File: src/rtl/riscv_pkg.sv
// Shared RISC-V pipeline definitions: data width, register-file geometry and
// the writeback-source encoding used by the MEM/WB select.
package riscv_pkg;

  localparam int XLEN       = 32;
  localparam int NUM_REGS   = 32;
  localparam int REG_ADDR_W = 5;

  typedef logic [REG_ADDR_W-1:0] reg_addr_t;

  localparam reg_addr_t X0_IDX = '0;

  typedef enum logic {
    WB_SEL_ALU = 1'b0,
    WB_SEL_MEM = 1'b1
  } wb_sel_e;

  // True for an address that names a real, writable register (never x0).
  function automatic logic reg_in_range(input reg_addr_t addr, input int num_regs);
    return (addr != X0_IDX) && (int'(addr) < num_regs);
  endfunction

endpackage

File: src/rtl/wb_regfile_if.sv
// MEM/WB writeback + decode read-port bundle for wb_regfile.
// master = pipeline/decode side, slave = register file.
interface wb_regfile_if #(
  parameter int XLEN  = 32,
  parameter int CNT_W = 32
);

  logic                                Mem_to_Reg;
  logic                                Reg_Write;
  logic [XLEN-1:0]                     Read_Data;
  logic [XLEN-1:0]                     ALU_Result;
  logic [31:0]                         RD;
  logic [riscv_pkg::REG_ADDR_W-1:0]    rs1_addr;
  logic [riscv_pkg::REG_ADDR_W-1:0]    rs2_addr;
  logic [XLEN-1:0]                     rs1_data;
  logic [XLEN-1:0]                     rs2_data;
  logic [XLEN-1:0]                     wb_data;
  logic [CNT_W-1:0]                    wb_count;
  logic [riscv_pkg::REG_ADDR_W-1:0]    last_rd;
  logic [XLEN-1:0]                     last_data;

  modport master (
    output Mem_to_Reg, Reg_Write, Read_Data, ALU_Result, RD, rs1_addr, rs2_addr,
    input  rs1_data, rs2_data, wb_data, wb_count, last_rd, last_data
  );

  modport slave (
    input  Mem_to_Reg, Reg_Write, Read_Data, ALU_Result, RD, rs1_addr, rs2_addr,
    output rs1_data, rs2_data, wb_data, wb_count, last_rd, last_data
  );

endinterface

File: src/rtl/wb_mux.sv
// Writeback source select: load data or ALU result, chosen by Mem_to_Reg.
// Purely combinational so decode can reuse it.
module wb_mux
  import riscv_pkg::*;
#(
  parameter int WIDTH = 32
) (
  input  logic             mem_to_reg,
  input  logic [WIDTH-1:0] read_data,
  input  logic [WIDTH-1:0] alu_result,
  output logic [WIDTH-1:0] wb_data
);

  wb_sel_e sel;
  assign sel = wb_sel_e'(mem_to_reg);

  always_comb begin
    // NOTE: default assignment first so no path leaves wb_data unassigned (no latch).
    wb_data = alu_result;
    case (sel)
      WB_SEL_MEM: wb_data = read_data;
      default:    wb_data = alu_result;
    endcase
  end

endmodule

File: src/rtl/wb_regfile.sv
// Writeback-side integer register file: commits MEM/WB results, serves two
// combinational read ports, and keeps a commit counter plus last-commit record.
// Optional write-through forwarding: define WB_REGFILE_BYPASS_EN.
module wb_regfile #(
  parameter int XLEN     = riscv_pkg::XLEN,
  parameter int NUM_REGS = riscv_pkg::NUM_REGS,
  parameter int CNT_W    = 32
) (
  input logic          clk,
  input logic          rst_n,
  wb_regfile_if.slave  bus
);

  import riscv_pkg::*;

  reg_addr_t        rd_idx;
  logic [XLEN-1:0]  wb_data;
  logic             commit;

  // Only RD[4:0] addresses the array; the upper destination bits carry nothing.
  logic unused_rd_hi;
  assign unused_rd_hi = ^bus.RD[31:REG_ADDR_W];

  assign rd_idx = bus.RD[REG_ADDR_W-1:0];
  assign commit = bus.Reg_Write && reg_in_range(rd_idx, NUM_REGS);

  wb_mux #(.WIDTH(XLEN)) u_wb_mux (
    .mem_to_reg (bus.Mem_to_Reg),
    .read_data  (bus.Read_Data),
    .alu_result (bus.ALU_Result),
    .wb_data    (wb_data)
  );

  assign bus.wb_data = wb_data;

  // ---------------------------------------------------------------------------
  // Register array. Entry 0 is held at zero and never written.
  logic [XLEN-1:0] regs [NUM_REGS];

  always_ff @(posedge clk or negedge rst_n) begin
    if (!rst_n) begin
      // NOTE: the array is reset because reads must return 0 during and right
      // after reset; this forces flops rather than a RAM macro.
      for (int i = 0; i < NUM_REGS; i++) begin
        // NOTE: non-blocking for all sequential state, so every flop samples
        // pre-edge values regardless of process ordering.
        regs[i] <= '0;
      end
    end else if (commit) begin
      regs[rd_idx] <= wb_data;
    end
  end

  // ---------------------------------------------------------------------------
  // Commit counter and last-commit trace record.
  logic [CNT_W-1:0]  wb_count_q;
  reg_addr_t         last_rd_q;
  logic [XLEN-1:0]   last_data_q;

  always_ff @(posedge clk or negedge rst_n) begin
    if (!rst_n) begin
      wb_count_q  <= '0;
      last_rd_q   <= X0_IDX;
      last_data_q <= '0;
    end else if (commit) begin
      wb_count_q  <= wb_count_q + CNT_W'(1);
      last_rd_q   <= rd_idx;
      last_data_q <= wb_data;
    end
  end

  assign bus.wb_count  = wb_count_q;
  assign bus.last_rd   = last_rd_q;
  assign bus.last_data = last_data_q;

  // ---------------------------------------------------------------------------
  // Read ports, indexed 0 = rs1, 1 = rs2.
  reg_addr_t        rs_addr [2];
  logic [XLEN-1:0]  rs_data [2];

  assign rs_addr[0] = bus.rs1_addr;
  assign rs_addr[1] = bus.rs2_addr;

`ifdef WB_REGFILE_BYPASS_EN
  // Forwarding is suppressed while reset is held so reads stay at zero.
  logic fwd;
  assign fwd = commit && rst_n;
`endif

  always_comb begin
    for (int p = 0; p < 2; p++) begin
      rs_data[p] = '0;
      if (reg_in_range(rs_addr[p], NUM_REGS)) begin
        rs_data[p] = regs[rs_addr[p]];
      end
`ifdef WB_REGFILE_BYPASS_EN
      if (fwd && (rs_addr[p] == rd_idx)) begin
        rs_data[p] = wb_data;
      end
`endif
    end
  end

  assign bus.rs1_data = rs_data[0];
  assign bus.rs2_data = rs_data[1];

endmodule

File: src/flat_wrapper.sv
// flat-port wrapper written by rule: the top's interface ports become plain ports
module wb_regfile_flat import riscv_pkg::*;
#(
  parameter int XLEN     = riscv_pkg::XLEN,
  parameter int NUM_REGS = riscv_pkg::NUM_REGS,
  parameter int CNT_W    = 32
)
  (clk, rst_n, bus_Mem_to_Reg, bus_Reg_Write, bus_Read_Data, bus_ALU_Result, bus_RD, bus_rs1_addr, bus_rs2_addr, bus_rs1_data, bus_rs2_data, bus_wb_data, bus_wb_count, bus_last_rd, bus_last_data);
  wb_regfile_if #(.XLEN(XLEN), .CNT_W(CNT_W)) bus_i ();
  input logic clk;
  input logic rst_n;
  input wire logic [$bits(bus_i.Mem_to_Reg)-1:0] bus_Mem_to_Reg;
  input wire logic [$bits(bus_i.Reg_Write)-1:0] bus_Reg_Write;
  input wire logic [$bits(bus_i.Read_Data)-1:0] bus_Read_Data;
  input wire logic [$bits(bus_i.ALU_Result)-1:0] bus_ALU_Result;
  input wire logic [$bits(bus_i.RD)-1:0] bus_RD;
  input wire logic [$bits(bus_i.rs1_addr)-1:0] bus_rs1_addr;
  input wire logic [$bits(bus_i.rs2_addr)-1:0] bus_rs2_addr;
  output wire logic [$bits(bus_i.rs1_data)-1:0] bus_rs1_data;
  output wire logic [$bits(bus_i.rs2_data)-1:0] bus_rs2_data;
  output wire logic [$bits(bus_i.wb_data)-1:0] bus_wb_data;
  output wire logic [$bits(bus_i.wb_count)-1:0] bus_wb_count;
  output wire logic [$bits(bus_i.last_rd)-1:0] bus_last_rd;
  output wire logic [$bits(bus_i.last_data)-1:0] bus_last_data;
  assign bus_i.Mem_to_Reg = bus_Mem_to_Reg;
  assign bus_i.Reg_Write = bus_Reg_Write;
  assign bus_i.Read_Data = bus_Read_Data;
  assign bus_i.ALU_Result = bus_ALU_Result;
  assign bus_i.RD = bus_RD;
  assign bus_i.rs1_addr = bus_rs1_addr;
  assign bus_i.rs2_addr = bus_rs2_addr;
  assign bus_rs1_data = bus_i.rs1_data;
  assign bus_rs2_data = bus_i.rs2_data;
  assign bus_wb_data = bus_i.wb_data;
  assign bus_wb_count = bus_i.wb_count;
  assign bus_last_rd = bus_i.last_rd;
  assign bus_last_data = bus_i.last_data;
  wb_regfile #(.XLEN(XLEN), .NUM_REGS(NUM_REGS), .CNT_W(CNT_W)) u_core (.clk(clk), .rst_n(rst_n), .bus(bus_i));
endmodule
File: config.mk
export PLATFORM = sky130hd
export DESIGN_NAME = wb_regfile_flat
export DESIGN_NICKNAME = d
export VERILOG_FILES = /design/src/rtl/riscv_pkg.sv /design/src/rtl/wb_regfile_if.sv /design/src/rtl/wb_mux.sv /design/src/rtl/wb_regfile.sv /design/src/flat_wrapper.sv
export SDC_FILE = /design/constraint.sdc
export NUM_CORES = 2
export LEC_CHECK = 0
export ABC_CLOCK_PERIOD_IN_PS = 3600
export CORE_MARGIN = 2
export CORE_UTILIZATION = 40
export CTS_BUF_LIST = sky130_fd_sc_hd__clkbuf_16
export DETAILED_ROUTE_END_ITERATION = 7
export PLACE_DENSITY_LB_ADDON = 0.2
export SLEW_MARGIN = 5
export SYNTH_ARGS = -nofsm -noshare
export SYNTH_HDL_FRONTEND = slang
export SYNTH_SLANG_ARGS = --single-unit
File: constraint.sdc
create_clock -name clk -period 3.6 [get_ports clk]
set_clock_uncertainty 0.2 [all_clocks]
set_input_delay 0.72 -clock clk [delete_from_list [all_inputs] [get_ports clk]]
set_output_delay 0.72 -clock clk [all_outputs]
set_load 0.05 [all_outputs]
==> metrics.csv <==
metric;value;unit
crit_top_cell;buf_4;
hold_depth;0;
tns;-0.00386;ns
hold_violations;0;
hpwlAfterDp;124000;um
drtPass1Iterations;5;
fmax;277;MHz
holdPathEnd;u_core.regs[1004]$_DFFE_PN0P_;
dieArea;0.142;sq mm
finalWirelength;194000;um
synth_flop_cell;dfrtp_1;
post_drt_wl_per_cell;27.3;um
io-pin-count;275;
ant_nets;0;
ctsLongestPathBuffers;3;
post-route-util;50.6;%
p_leak;0.0296;uW
synth_edf_count;0;
seq_area;0.0274;sq mm
hold_ws;0.194;ns
gr-total-overflow;0;
required;2.68;ns
grtUsageMet1;39.6;%
use_met2;43.0;%
path_clk_slew;0.05;ns
cp-end-kind;primary output;
ys_seq_elements;1093;
drc;0;
crit_chain;buf_16 -> bufbuf_16 -> buf_4 -> mux4_2 -> nor2b_2 -> a211oi_2 -> buf_4 -> a2111oi_4 -> buf_4 -> buf_12;
r2r_slack;1.40;ns
startpoint_type;input pin;
cts_buffers;132;
reg2reg_depth;5;
synth_warnings;0;
maxCapViolCount;0;
nFillCells;12200;
final_common_cell;dfrtp_1;
clk_latency;0.75;ns
cp_data_arrival_time;2.68;ns
dp_worst_setup_slack;-0.242;ns
drt_iter0_markers;3970;
antenna_found_initial;6;
io_buffers;247;
setup_viol;1;
core_region_area;0.138;sq mm
outcome;complete, but fails checks;
path_max_fanout;7;
netlist_area;0.0556;sq mm
grt_max_degree;127;
layout_worst_path_cycle_share;100;%
root_buffer;clkbuf_16;
chipHeight;377;um
drv_slew;0;
synth_fp_nets;5003;
crit_type;input pin to primary output;
cts_max_level;4;
setup_ws;-0.00386;ns
r2r-end;u_core.bus.wb_count[31]$_DFFE_PN0P_;
grt.busiest_layer;met2;
cts_tree;yes;
drive_above_1_share;29.9;%
nets;5335;
cp_num_buf_inv;6;
routed-via-count;41800;
viasPerCell;5.87;
start_util;40.4;%
ir_drop;472;uV
finalWeightedCongestion;0.844;
area_delta_synth_final;25.2;%
cp.depth;10;
yosysUniqueCellTypes;51;
mostFrequentLayoutCells;dfrtp_1 (1,093), nand2_1 (719), o21ai_0 (641);
holdCritPathClass;flop to flop;
hp-start;u_core.regs[1004]$_DFFE_PN0P_;
slowest_delay;0.48;ns
globalRouteTotalUtil;27.6;%
reg2reg_from;u_core.bus.wb_count[3]$_DFFE_PN0P_;
yosysSeqAreaShare;49.2;%
power.density;571;mW/mm^2
slew_headroom;34.8;%
grtUsageMet3;5.10;%
critPathSlowestCell;mux4_2;
grt_pass1_wl;288000;um
tightest_slew;0.978;ns
synthArstFlopShare;100;%
fp.dieW;377;um
numClockSinks;1093;
cp_top_family;buffers and inverters;
num_rows;136;
rsz0062_at_grt;yes;
period_needed;3.60;ns
postSynthAreaPerCell;11.4;sq um
multi_input_area;0.0273;sq mm
violations;setup timing;
grt_pass1_vias;41800;
syn_inst;4892;
-- worst max path at each step --
stage / end / from
6_report: bus_rs1_data[0] / bus_rs1_addr[1]
5_1_grt: bus_rs1_data[26] / bus_rs1_addr[1]
4_1_cts: bus_rs1_data[0] / bus_rs1_addr[1]
3_5_place_dp: bus_rs2_data[14] / bus_rs2_addr[0]
3_3_place_gp: bus_rs2_data[14] / bus_rs2_addr[0]
2_1_floorplan: bus_rs1_data[13] / bus_rs1_addr[1]
-- flip-flops by register name (all words and copies together) (netlist names) --
name,count
u_core.bus.last_data,32
u_core.bus.last_rd,5
u_core.bus.wb_count,32
u_core.regs,1024
-- synth_stat cells (8+ instances only) --
cell	n	share of area, %
dfrtp_1	1093	49
nand2_1	735	5.0
o21ai_0	644	5.8
mux4_2	512	21
nor2_1	424	2.9
a21oi_1	413	3.7
clkbuf_1	370	2.5
mux2_2	123	2.5
buf_2	87	0.78
mux2i_1	85	1.5
a22oi_1	51	0.69
inv_1	36	0.24
a31oi_1	35	0.39
buf_4	34	0.46
o221ai_1	32	0.50
a221oi_1	21	0.33
buf_6	21	0.43
nor2b_1	21	0.24
xnor2_1	20	0.32
a211oi_1	16	0.22
nand3_1	12	0.11
xor2_1	11	0.17
a2111oi_0	8	0.13
a2111oi_1	8	0.14
a21o_1	8	0.11
-- power by group --
group | switching, uW | internal [uW] | total [uW] | leakage [uW]
sequential | 1950 | 14800 | 16700 | 0.0138
clock | 5360 | 7700 | 13100 | 0.00212
combinational | 4890 | 5100 | 10000 | 0.0137
-- area by class of cell --
| cell class | count | share of cell area (%) |
|---|---|---|
| Antenna cell | 2 | 0.00719 |
| Clock buffer | 137 | 4.93 |
| Clock inverter | 93 | 1.04 |
| Inverter | 36 | 0.194 |
| Multi-Input combinational cell | 3240 | 39.2 |
| Sequential cell | 1093 | 39.3 |
| Tap cell | 1794 | 3.23 |
| Timing Repair Buffer | 721 | 12.1 |
-- per-layer routing --
layer  vias to the layer above  share of wire [%]  wire length [um]
li1                      18400                  -                 -
met5                         -                  0                 0
met3                       309                7.2             14000
met1                     21600                 44             84900
met2                      1520                 46             89600
met4                         0                3.0              5740
-- timing repair --
action | 4_1_cts | 5_1_grt
hold buffers | 1 | 0
setup endpoints to repair | 54 | 39
pin swaps | 1 | 7
gates cloned | 8 | 1
resized for setup | 71 | 54
buffers inserted | 19 | 18
hold endpoints to repair | 32 | 0
-- cells by family (layout without fill, tap and decap cells) --
group | count (synthesis) | count (layout) | synth area share, %
buffers and inverters | 559 | 987 | 4.59
AO/OA/AOI/OAI | 1246 | 1246 | 12.1
adder cells (fa/ha/maj) | 1 | 1 | 0.0225
XOR/XNOR | 31 | 31 | 0.488
other | 0 | 2 | 0
AND/OR/NAND/NOR | 1242 | 1242 | 8.80
flip-flops | 1093 | 1093 | 49.2
multiplexers | 720 | 720 | 24.8
-- stage by stage --
step | total power, uW | std cells | area (sq um)
floorplan | 22800 | 4892 | 56100
global placement | 26200 | 6838 | 64200
detailed placement | 26600 | 6838 | 64200
CTS | 39900 | 7096 | 69200
global route | 41600 | 7114 | 69600
finish | 39800 | 7116 | 69600
Note: power is estimated with default switching activity, not from simulation.
